<file path="src/rtl/ti_share_loader_pkg.sv">
// Shared types and constants for the TI share loader.
// Share geometry, LFSR tap mask, FSM states.
package ti_pkg;

  localparam int SHARE_W = 8;
  localparam int NSHARES = 3;
  localparam int LFSR_W  = 16;

  localparam logic [LFSR_W-1:0] LFSR_TAPS = 16'hB400;

  typedef enum logic [1:0] {
    IDLE,
    HOLD,
    REFRESH
  } state_t;

  function automatic logic [LFSR_W-1:0] lfsr_next(
    input logic [LFSR_W-1:0] l
  );
    return {l[LFSR_W-2:0], ^(l & LFSR_TAPS)};
  endfunction

endpackage

</file>
<file path="src/rtl/ti_share_loader_if.sv">
// Share bus between the loader and the S-box core.
// Valid/ready handshake carrying {s2,s1,s0}.
import ti_pkg::*;

interface ti_share_loader_if;
  logic [SHARE_W*NSHARES-1:0] sh_out;
  logic                       sh_valid;
  logic                       sh_ready;

  modport master (
    output sh_out,
    output sh_valid,
    input  sh_ready
  );

  modport slave (
    input  sh_out,
    input  sh_valid,
    output sh_ready
  );
endinterface

</file>
<file path="src/rtl/ti_share_loader_lfsr.sv">
// 16-bit Fibonacci mask LFSR, shift left.
// An all-zero seed is replaced by SEED so the LFSR never locks up.
import ti_pkg::*;

module ti_lfsr16 #(
  parameter logic [LFSR_W-1:0] SEED = 16'hACE1
) (
  input  logic              clk,
  input  logic              rst,
  input  logic              step,
  input  logic              load,
  input  logic [LFSR_W-1:0] seed,
  output logic [LFSR_W-1:0] state
);

  always_ff @(posedge clk) begin
    if (rst)
      state <= SEED;
    else if (load)
      state <= (seed == '0) ? SEED : seed;
    else if (step)
      state <= lfsr_next(state);
  end

endmodule

</file>
<file path="src/rtl/ti_share_loader.sv">
// Splits a plaintext byte into 3 Boolean shares for the TI S-box,
// then holds off new bytes while the masks refresh.
import ti_pkg::*;

module ti_share_loader #(
  parameter logic [LFSR_W-1:0] LFSR_SEED   = 16'hACE1,
  parameter int                REFRESH_CYC = 16
) (
  input  logic                 clk,
  input  logic                 rst,
  input  logic [SHARE_W-1:0]   in_data,
  input  logic                 in_load,
  output logic                 in_busy,
  input  logic                 seed_load,
  input  logic [LFSR_W-1:0]    seed_in,
  output logic                 drop_err,
  ti_share_loader_if.master    sh
);

  localparam logic [7:0] RCYC = 8'(REFRESH_CYC);

  state_t              state, state_nx;
  logic [7:0]          cnt;
  logic [LFSR_W-1:0]   lfsr;
  logic [SHARE_W-1:0]  m1, m2;
  logic                idle, capture, xfer;

  assign idle    = (state == IDLE);
  assign capture = idle && in_load && !seed_load;
  assign xfer    = (state == HOLD) && sh.sh_ready;
  assign m1      = lfsr[7:0];
  assign m2      = lfsr[15:8];

  ti_lfsr16 #(
    .SEED (LFSR_SEED)
  ) u_lfsr (
    .clk   (clk),
    .rst   (rst),
    .step  (1'b1),
    .load  (idle && seed_load),
    .seed  (seed_in),
    .state (lfsr)
  );

  always_ff @(posedge clk) begin
    if (rst)
      state <= IDLE;
    else
      state <= state_nx;
  end

  always_comb begin
    state_nx = state;
    unique case (state)
      IDLE:    if (capture)   state_nx = HOLD;
      HOLD:    if (xfer)      state_nx = REFRESH;
      REFRESH: if (cnt <= 8'd1) state_nx = IDLE;
      default: state_nx = IDLE;
    endcase
  end

  always_comb begin
    in_busy     = !idle;
    sh.sh_valid = (state == HOLD);
  end

  always_ff @(posedge clk) begin
    if (rst) begin
      cnt       <= '0;
      sh.sh_out <= '0;
      drop_err  <= 1'b0;
    end else begin
      if (capture)
        sh.sh_out <= {m2, m1, in_data ^ m1 ^ m2};
      else if (xfer)
        sh.sh_out <= '0;
      if (xfer)
        cnt <= RCYC;
      else if (state == REFRESH)
        cnt <= cnt - 8'd1;
      // A strobe that cannot be captured is lost; flag it until reset.
      if (in_load && (!idle || seed_load))
        drop_err <= 1'b1;
    end
  end

endmodule
</file>
<file path="src/flat_wrapper.sv">
// flat-port wrapper written by rule: the top's interface ports become plain ports
module ti_share_loader_flat 
#(
  parameter logic [LFSR_W-1:0] LFSR_SEED   = 16'hACE1,
  parameter int                REFRESH_CYC = 16
)
  (clk, rst, in_data, in_load, in_busy, seed_load, seed_in, drop_err, sh_sh_out, sh_sh_valid, sh_sh_ready);
  ti_share_loader_if sh_i ();
  input  logic clk;
  input  logic rst;
  input  logic [SHARE_W-1:0] in_data;
  input  logic in_load;
  output logic in_busy;
  input  logic seed_load;
  input  logic [LFSR_W-1:0] seed_in;
  output logic drop_err;
  output wire logic [$bits(sh_i.sh_out)-1:0] sh_sh_out;
  output wire logic [$bits(sh_i.sh_valid)-1:0] sh_sh_valid;
  input wire logic [$bits(sh_i.sh_ready)-1:0] sh_sh_ready;
  assign sh_sh_out = sh_i.sh_out;
  assign sh_sh_valid = sh_i.sh_valid;
  assign sh_i.sh_ready = sh_sh_ready;
  ti_share_loader #(.LFSR_SEED(LFSR_SEED), .REFRESH_CYC(REFRESH_CYC)) u_core (.clk(clk), .rst(rst), .in_data(in_data), .in_load(in_load), .in_busy(in_busy), .seed_load(seed_load), .seed_in(seed_in), .drop_err(drop_err), .sh(sh_i));
endmodule
</file>
<file path="config.mk">
export PLATFORM = sky130hd
export DESIGN_NAME = ti_share_loader_flat
export DESIGN_NICKNAME = d
export VERILOG_FILES = /design/src/rtl/ti_share_loader_pkg.sv /design/src/rtl/ti_share_loader_if.sv /design/src/rtl/ti_share_loader_lfsr.sv /design/src/rtl/ti_share_loader.sv /design/src/flat_wrapper.sv
export SDC_FILE = /design/constraint.sdc
export NUM_CORES = 1
export LEC_CHECK = 0
export ABC_AREA = 1
export BUFFER_PORTS_ARGS = -buffer_cell sky130_fd_sc_hd__buf_2
export CAP_MARGIN = 20
export CORE_MARGIN = 2
export CORE_UTILIZATION = 50
export CTS_BUF_LIST = sky130_fd_sc_hd__clkbuf_8
export CTS_CLUSTER_SIZE = 14
export DETAILED_ROUTE_END_ITERATION = 16
export GPL_ROUTABILITY_DRIVEN = 1
export PLACE_DENSITY = 0.84
export SLEW_MARGIN = 20
export SYNTH_ARGS = -nofsm -noshare
export SYNTH_HDL_FRONTEND = slang
export SYNTH_SLANG_ARGS = --single-unit
</file>
<file path="constraint.sdc">
create_clock -name clk -period 1.15 [get_ports clk]
set_input_delay 0.115 -clock clk [delete_from_list [all_inputs] [get_ports clk]]
set_output_delay 0.115 -clock clk [all_outputs]
set_load 0.02 [all_outputs]
</file>
-- After elaboration in Yosys (flattened, before gate mapping)
Index checks and enable logic that the tools add are counted.
Widths: inputs -> output; s select.
- bits of input ports: 29
- bits in registers: 51
- equality and inequality tests: 5
- bitwise operators: 2
- mux-type cells: 10
- reductions and logical operators: 15
- add/subtract/negate cells: 1
- order comparisons: 1
- operators by type and width (cell ; count):
    $mux 24 ; 2
    $mux 16 ; 2
    $logic_not 16->1 ; 1
    $reduce_xor 16->1 ; 1
    $xor 8x8->8 ; 2
    $mux 5 ; 2
    $le 8x1->1 const B ; 1
    $sub 8x1->8 const B ; 1
    $mux 2 ; 3
    $pmux 2 s3 ; 1
    $logic_and 1x1->1 ; 5
    $ne 2x1->1 const B ; 2
    $reduce_bool 2->1 ; 2
    $reduce_and 3->1 ; 1
    $eq 2x1->1 const B ; 1
    $eq 2x2->1 const B ; 1
    $logic_not 1->1 ; 2
    $logic_not 2->1 ; 1
    $ne 2x2->1 const B ; 1
    $reduce_or 2->1 ; 1
    $logic_or 1x1->1 ; 1

-- Longest topological paths before layout
Gate-level depths: netlist of the first run.
- word-level depth: 5
- gate-level depth with buffers: 8

-- Cells and area by module
A second synthesis of the first run with hierarchy kept.
- cells, all modules: 397
- area, all modules: 2646.3 um^2
- modules (own cells, without submodules) (module ; times used ; seq. area each (um^2) ; area each (um^2) ; cells an instance):
    ti_share_loader ; 1 ; 700.7 ; 1739.2 ; 256
    ti_lfsr16 ; 1 ; 320.3 ; 907.1 ; 141

-- Worst setup path before layout of the first run
Ideal clock, no wire load.
- kind: flip-flop to flip-flop
- from: register u_core.state[0]
- to: register u_core.sh.sh_out[0]
- buffers on the path: 1
- slack: -0.185 ns
- required time: 1.018 ns
- stages on the path, launching flop included: 9
- arrival: 1.203 ns
- period minus slack after synthesis: 1.335 ns
- cells stage by stage: dfxtp_1 inv_1 nor2_2 nand2_2 nand2_2 inv_4 buf_8 nand2_1 a21oi_2
- elaborated cells on any way between the ends: 7
- those cells by class: 1 x eq/ne; 1 x mux; 5 x reduce/logical
- RTL lines (item ; RTL line ; RTL):
    from (decl) ; ti_share_loader.sv:22 ; state_t state, state_nx;
    from (signal assigned) ; ti_share_loader.sv:49 ; state <= state_nx;
    $eq 2x1->1 ; -- ;
    net sh_sh_valid ; flat_wrapper.sv:18 ; output wire logic [$bits(sh_i.sh_valid)-1:0] sh_sh_valid;
    $logic_and 1x1->1 ; ti_share_loader.sv:30 ; assign xfer = (state == HOLD) && sh.sh_ready;
    $reduce_bool 2->1 (no line) ; -- ;
    to (signal assigned) ; ti_share_loader.sv:74 ; sh.sh_out <= {m2, m1, in_data ^ m1 ^ m2};
    to (decl) ; ti_share_loader_if.sv:11 ; output sh_out,
The timed path passes the listed nets, and every way through them passes these cells.
A chain may end at the register's enable or synchronous reset.

-- Final worst setup path of the first run
- from: register u_core.state[0]
- to: output sh_sh_valid
- longest elaborated chain between the ends: 1
- ends and longest elaborated chain (item ; RTL line ; RTL):
    $eq 2x1->1 ; ti_share_loader.sv:64 ; sh.sh_valid = (state == HOLD);
    to (decl) ; flat_wrapper.sv:18 ;
Every way passes these cells.

==> metrics, run 1 <==
outcome=finished with violations; failing checks=setup timing; Critical Path End=sh_sh_valid; antenna cells=0; Max stage delay on crit path=0.37 ns; RSZ-0062 raised after global routing=true; multiplexer share of the synthesized area=0; Worst EP arrival=around 1.1 ns; highest clock rate=between 800 and 900 MHz; initial antenna violation count=0; Die Width=73.0 µm; grt total ovfl=0; Num CTS Buffers=5; crit share post-route=1.08; Slowest cell on crit path=dfxtp_2; register area share after synthesis=0.429; post-synthesis xor/xnor area fraction=0.0626; Worst IR Drop VDD=0.722 mV; Register-to-Register Path Depth=6; Worst Setup SP=u_core.state[0]$_SDFFE_PP0P_; Compound-Gate Fraction of Synth Area=0.0994; final hold slack=about 0.06 ns; Tot GR Track Use=0.224; Critical Path Start Type=flop; CTS Buffer Depth=2; syn_area_per_cell=7.21 µm²; CP Cell Sequence=inv_2, nor2_4, buf_6, buf_6; Slew HR=0.793; fin area=3270 µm²; HP Class=in -> reg; final non-filler cell total=between 400 and 500; # H-tree levels=2; PwrDens=1240 nW/µm²; max cap viols=0; Die H=73.0 µm; first-pass iteration count of the detailed router=4; row count=25; Final ANT Viol Nets=0; Post-synth EDFFs=0; crit path buf inv count=3; post-layout worst setup margin=-0.0880 ns; placed cell areas=2790 µm²; Synth Flop Type=dfxtp_1; Final HPWL DP=4120 µm; Leakage=1.52 nW; synthesized flop and latch total=between 50 and 60; Synth warnings=0; vias=2452; core area=4660 µm²; nets=~440; Worst Path Required=1.03 ns; Avg WL per Cell=between 10 and 15 µm; worst slew pin tran=0.310 ns; largest net degree at the start of global routing=25; vias in the first global route=2105; Ports=56; CP delay by family, top=flip-flops; max-slew violation count=0; Synth cell types=29; Post-Syn Instances=330; number of remaining DRC errors=0; port bufs=55; Worst setup EP type=output pin; R2R setup slack=-0.05 ns; final hold violation count=0; CTS Sinks=51; initial drt markers=slightly below 200; root buf cell=clkbuf_8; largest family of logic cells by synthesized area=simple AND/OR/NAND/NOR gates; syn nets=361; Cells after DPL=445; Power Total=4.06 mW; crit-path most repeated cell=buf_6; Die ar.=5320 µm²; final setup fails=24; Clock Pin Slew Worst Setup and Hold Paths=0.10 ns; Cell Area, Synth=between 2000 and 2500 µm²; critical path class=reg -> out; vias per cell=5.33; RR Startpoint=u_core.state[0]$_SDFFE_PP0P_; Crit path depth=4; asr flop ratio synth=0; clk_lat worst skew=0.31 ns; CTS tree=yes; WL final=6370 µm; Syn-to-layout area delta=37.3%; Placer Congestion=0.869; fraction of layout cells with a size suffix above 1=0.392; fin crit period=1.24 ns; Initial Util=0.510; adder-cell area share of the yosys netlist=0.0105; Setup Skew=0.00997 ns; Filler cells=327; simple-gate share of the synthesized area=0.310; top fanout value on the critical path=4; endpoint of the worst-slack reg-to-reg timing path=u_core.sh.sh_out[1]$_SDFFE_PP0P_; first-pass GRT wire length=just over 9000 µm
==> per-stage QoR <==
step / utilization / setup TNS, ns / setup WS (ns)
final: 0.701 / -0.563 / -0.0880
after global routing: 0.701 / -2.58 / -0.118
after CTS: 0.633 / -0.242 / -0.0776
after detailed placement: 0.598 / -1.12 / -0.0850
after global placement: 0.598 / -0.0729 / -0.0118
after floorplan: - / -0.391 / -0.0223
==> per-layer routing <==
metal  track usage  part of all wire
met4        0.0947             0.030
met1         0.302              0.43
met5             0                 0
met3        0.0359             0.067
met2         0.357              0.47
==> timing repair <==
action / CTS / global route
buffers inserted: 0 / 3
setup endpoints to repair: 36 / 40
resized for setup: 25 / 58
endpoints found under the hold margin: 0 / 0
pin swaps: 5 / 27
hold buffers: 0 / 0
gates cloned: 0 / 4
==> power breakdown <==
part	switching (mW)	internal, mW	total (mW)
clock	0.642	0.493	1.13
combinational	0.542	0.386	0.927
sequential	0.114	1.88	2.00
total	1.30	2.76	4.06
==> how the worst min path moves through the flow <==
stage	start	endpoint	cells after the start
global route	seed_in[3]	u_core.u_lfsr.state[3]$_SDFF_PP0_	3
floorplan	seed_in[1]	u_core.u_lfsr.state[1]$_SDFF_PP0_	2
CTS	seed_in[4]	u_core.u_lfsr.state[4]$_SDFF_PP0_	3
global placement	seed_in[8]	u_core.u_lfsr.state[8]$_SDFF_PP0_	3
finish	seed_in[4]	u_core.u_lfsr.state[4]$_SDFF_PP0_	3
detailed placement	seed_in[4]	u_core.u_lfsr.state[4]$_SDFF_PP0_	3
==> area by class of cell <==
| cell class | count | area, µm² | share of cell area |
|---|---|---|---|
| Clock buffer | 6 | 82.6 | 0.0253 |
| Timing Repair inverter | 1 | 6.26 | 0.00191 |
| Tap cell | 54 | 67.6 | 0.0207 |
| Multi-Input combinational cell | 236 | 1390 | 0.425 |
| Sequential cell | 51 | 1030 | 0.316 |
| Inverter | 33 | 144 | 0.0440 |
| Timing Repair Buffer | 77 | 532 | 0.163 |
| Clock inverter | 2 | 16.3 | 0.00498 |
==> flip-flops by register name (all words and copies together), names as in the netlist <==
signal,cells
u_core.sh.sh_out,24
u_core.u_lfsr.state,16
u_core.cnt,8
u_core.state,2
u_core.drop_err,1
==> cells in the mapped netlist, drive strengths merged (2+ instances only) <==
| library cell | count | area (µm²) |
|---|---|---|
| a211oi | 3 | 22.5 |
| a21oi | 36 | 191 |
| buf | 8 | 73.8 |
| clkbuf | 2 | 7.51 |
| clkinv | 2 | 8.75 |
| dfxtp | 51 | 1020 |
| ha | 2 | 25.0 |
| inv | 31 | 119 |
| nand2 | 122 | 478 |
| nand3 | 22 | 123 |
| nand4 | 3 | 18.8 |
| nor2 | 26 | 113 |
| o21ai | 3 | 15.0 |
| xnor2 | 8 | 70.1 |
| xor2 | 9 | 78.8 |
==> kinds of logic after synthesis <==
| kind of cell | after synthesis |
|---|---|
| and+or+nand+nor | 174 |
| DFF | 51 |
| AOI/OAI and AO/OA | 43 |
| buffers and inverters | 43 |
| xor gates and xnor gates | 17 |
| adders and majority gates | 2 |
==> layout by cell type, fill, tap and decap left out, types with 3 or more instances in the layout <==
cell | netlist | final
nand2_1 | 116 | 102
a21oi_2 | 3 | 17
xor2_1 | 9 | 9
buf_2 | 2 | 53
nor2_4 | 1 | 4
buf_4 | 0 | 13
xnor2_1 | 8 | 8
inv_2 | 1 | 4
nand2_4 | 1 | 7
dfxtp_2 | 0 | 5
a21oi_1 | 33 | 19
nand3_2 | 0 | 11
nand2_2 | 5 | 12
dfxtp_1 | 51 | 45
nor2_1 | 22 | 20
buf_6 | 4 | 7
inv_1 | 29 | 25
clkbuf_8 | 0 | 6
nand4_1 | 3 | 3
nand3_1 | 21 | 9
==> worst register-to-register path, delay by kind of cell (launching register included) <==
| family | cells | cell delay, ns |
|---|---|---|
| flops | 1 | 0.35 |
| compound gates | 1 | 0.13 |
| simple gates | 3 | 0.37 |
| buf+inv | 2 | 0.29 |
Power figures use the tool's default switching activity.
==> run 2: changes to the inputs <==
CELL_PAD_IN_SITES_DETAIL_PLACEMENT = 1   (was default)
CELL_PAD_IN_SITES_GLOBAL_PLACEMENT = 2   (was default)
CORE_UTILIZATION = 27   (was 50)
PLACE_DENSITY = 0.83   (was 0.84)
==> metrics, run 2 (synthesized netlist as in run 1, its figures left out) <==
Setup WS pre-CTS=-0.101 ns; Slowest cell on crit path=dfxtp_4; met3 Track Usage GR=0.0251; Clock Pin Slew Worst Setup and Hold Paths=0.10 ns; Worst setup EP type=flop; # H-tree levels=2; first-pass iteration count of the detailed router=4; Die H=97.9 µm; Final ANT Viol Nets=0; CTS tree=yes; CP delay by family, top=buffers and inverters; initial antenna violation count=0; Num CTS Buffers=5; fraction of layout cells with a size suffix above 1=0.440; root buf cell=clkbuf_8; Final HPWL DP=4990 µm; grt peak-use layer=met2; Most flops, register=u_core.sh.sh_out; grt total ovfl=0; port bufs=between 50 and 60; vias per cell=4.64; WL final=7700 µm; met2 Track Usage GR=0.233; max-slew violation count=0; Worst EP arrival=1.54 ns; fin crit period=around 1.3 ns; crit share post-route=1.12; number of remaining DRC errors=0; most frequent cells in the layout=96 x nand2_1, 53 x buf_2, 46 x dfxtp_1, 25 x inv_1, 23 x a21oi_2; Max stage delay on crit path=0.38 ns; Die Width=97.9 µm; Worst Path Required=between 1 and 1.5 ns; row count=34; commonest non-fill, non-tap cell in the layout=nand2_1; nets=~440; Leakage=1.59 nW; core area=roughly 8600 µm²; Placer Congestion=0.745; PwrDens=1230 nW/µm²; Setup Skew=0.0133 ns; CTS Sinks=51; crit path buf inv count=3; worst slew pin tran=~0.3 ns; antenna cells=0; largest net degree at the start of global routing=35; post-layout worst setup margin=-0.143 ns; Syn-to-layout area delta=48.8%; Tot GR Track Use=0.146; met1 Use GR=0.205; HP Class=in -> reg; final non-filler cell total=just over 500; Hold Buf Count CTS=0; vias=2406; Worst IR Drop VDD=0.579 mV; failing checks=setup timing; highest clock rate=773 MHz; outcome=finished with violations; Avg WL per Cell=~15 µm; final setup fails=43; final hold violation count=0; Largest register FFs=24; CP Cell Sequence=nor2_4, buf_6, nand3_4, inv_8, clkbuf_16, nand2_1, a21oi_2; first-pass GRT wire length=11500 µm; top fanout value on the critical path=5; biggest regs=u_core.sh.sh_out (24), u_core.u_lfsr.state (16), u_core.cnt (8); critical path class=reg -> reg; Slew HR=0.798; CTS Buffer Depth=2; Critical Path Start Type=flop; Ports=56; clk_lat worst skew=0.31 ns; Initial Util=0.275; RSZ-0062 raised after global routing=true; Die ar.=9580 µm²; max cap viols=0; initial drt markers=between 60 and 70; vias in the first global route=~2400; Cells after DPL=500
-- run 2: cell count changes in the layout (fill, tap and decap cells not counted), sizes merged --
cell / change
buf: +4
bufinv: +1
clkbuf: -1
inv: +1
-- run 2: per-layer routing --
layer	part of all wire	up-vias
met2	0.48	57
met4	0.010	0
met3	0.033	7
li1	-	1191
met1	0.48	1151
met5	0	-
-- run 2: worst paths after layout --
path | start | to | slack [ns] | cells after the start
max reg2reg | u_core.state[1]$_SDFFE_PP0P_ | u_core.sh.sh_out[11]$_SDFFE_PP0P_ | -0.14 | 7
max | u_core.state[1]$_SDFFE_PP0P_ | u_core.sh.sh_out[11]$_SDFFE_PP0P_ | -0.14 | 7
min reg2reg | u_core.sh.sh_out[18]$_SDFFE_PP0P_ | u_core.sh.sh_out[18]$_SDFFE_PP0P_ | 0.47 | 2
min | rst | u_core.drop_err$_SDFFE_PP0P_ | 0.02 | 2
-- run 2: through the flow --
stage / hold WS (ns) / utilization / total power [mW] / instance area (µm²) / setup TNS (ns)
floorplan: 0.258 / - / 2.51 / 2390 / -0.391
global placement: 0.353 / 0.333 / 2.76 / 2870 / -0.570
detailed placement: 0.358 / 0.333 / 2.79 / 2870 / -1.71
CTS: 0.0154 / 0.363 / 4.18 / 3130 / -1.40
global route: 0.0296 / 0.410 / 4.57 / 3540 / -7.25
finish: 0.0204 / 0.410 / 4.34 / 3540 / -4.09
-- run 2: cell type report --
type                    count  area (µm²)
clock buffers               5        68.8
inverters                  33         154
fillers                  1061        5100
multi-input cells         236        1490
repair buffers             81         596
flip-flops and latches     51        1030
repair inverters            2        20.0
clock inverters             3        46.3
well taps                 108         135
-- run 2: power breakdown --
| part | switching, mW | leakage, nW | internal (mW) |
|---|---|---|---|
| clock network | 0.646 | 0.0548 | 0.657 |
| registers | 0.120 | 0.421 | 1.88 |
| logic | 0.604 | 1.11 | 0.431 |
| total | 1.37 | 1.59 | 2.97 |
-- run 2: repair_timing --
action / CTS / global route
cloned: 1 / 5
endpoints found under the setup margin: 37 / 50
setup buffers: 2 / 3
resized for setup: 38 / 79
pin swaps: 6 / 37
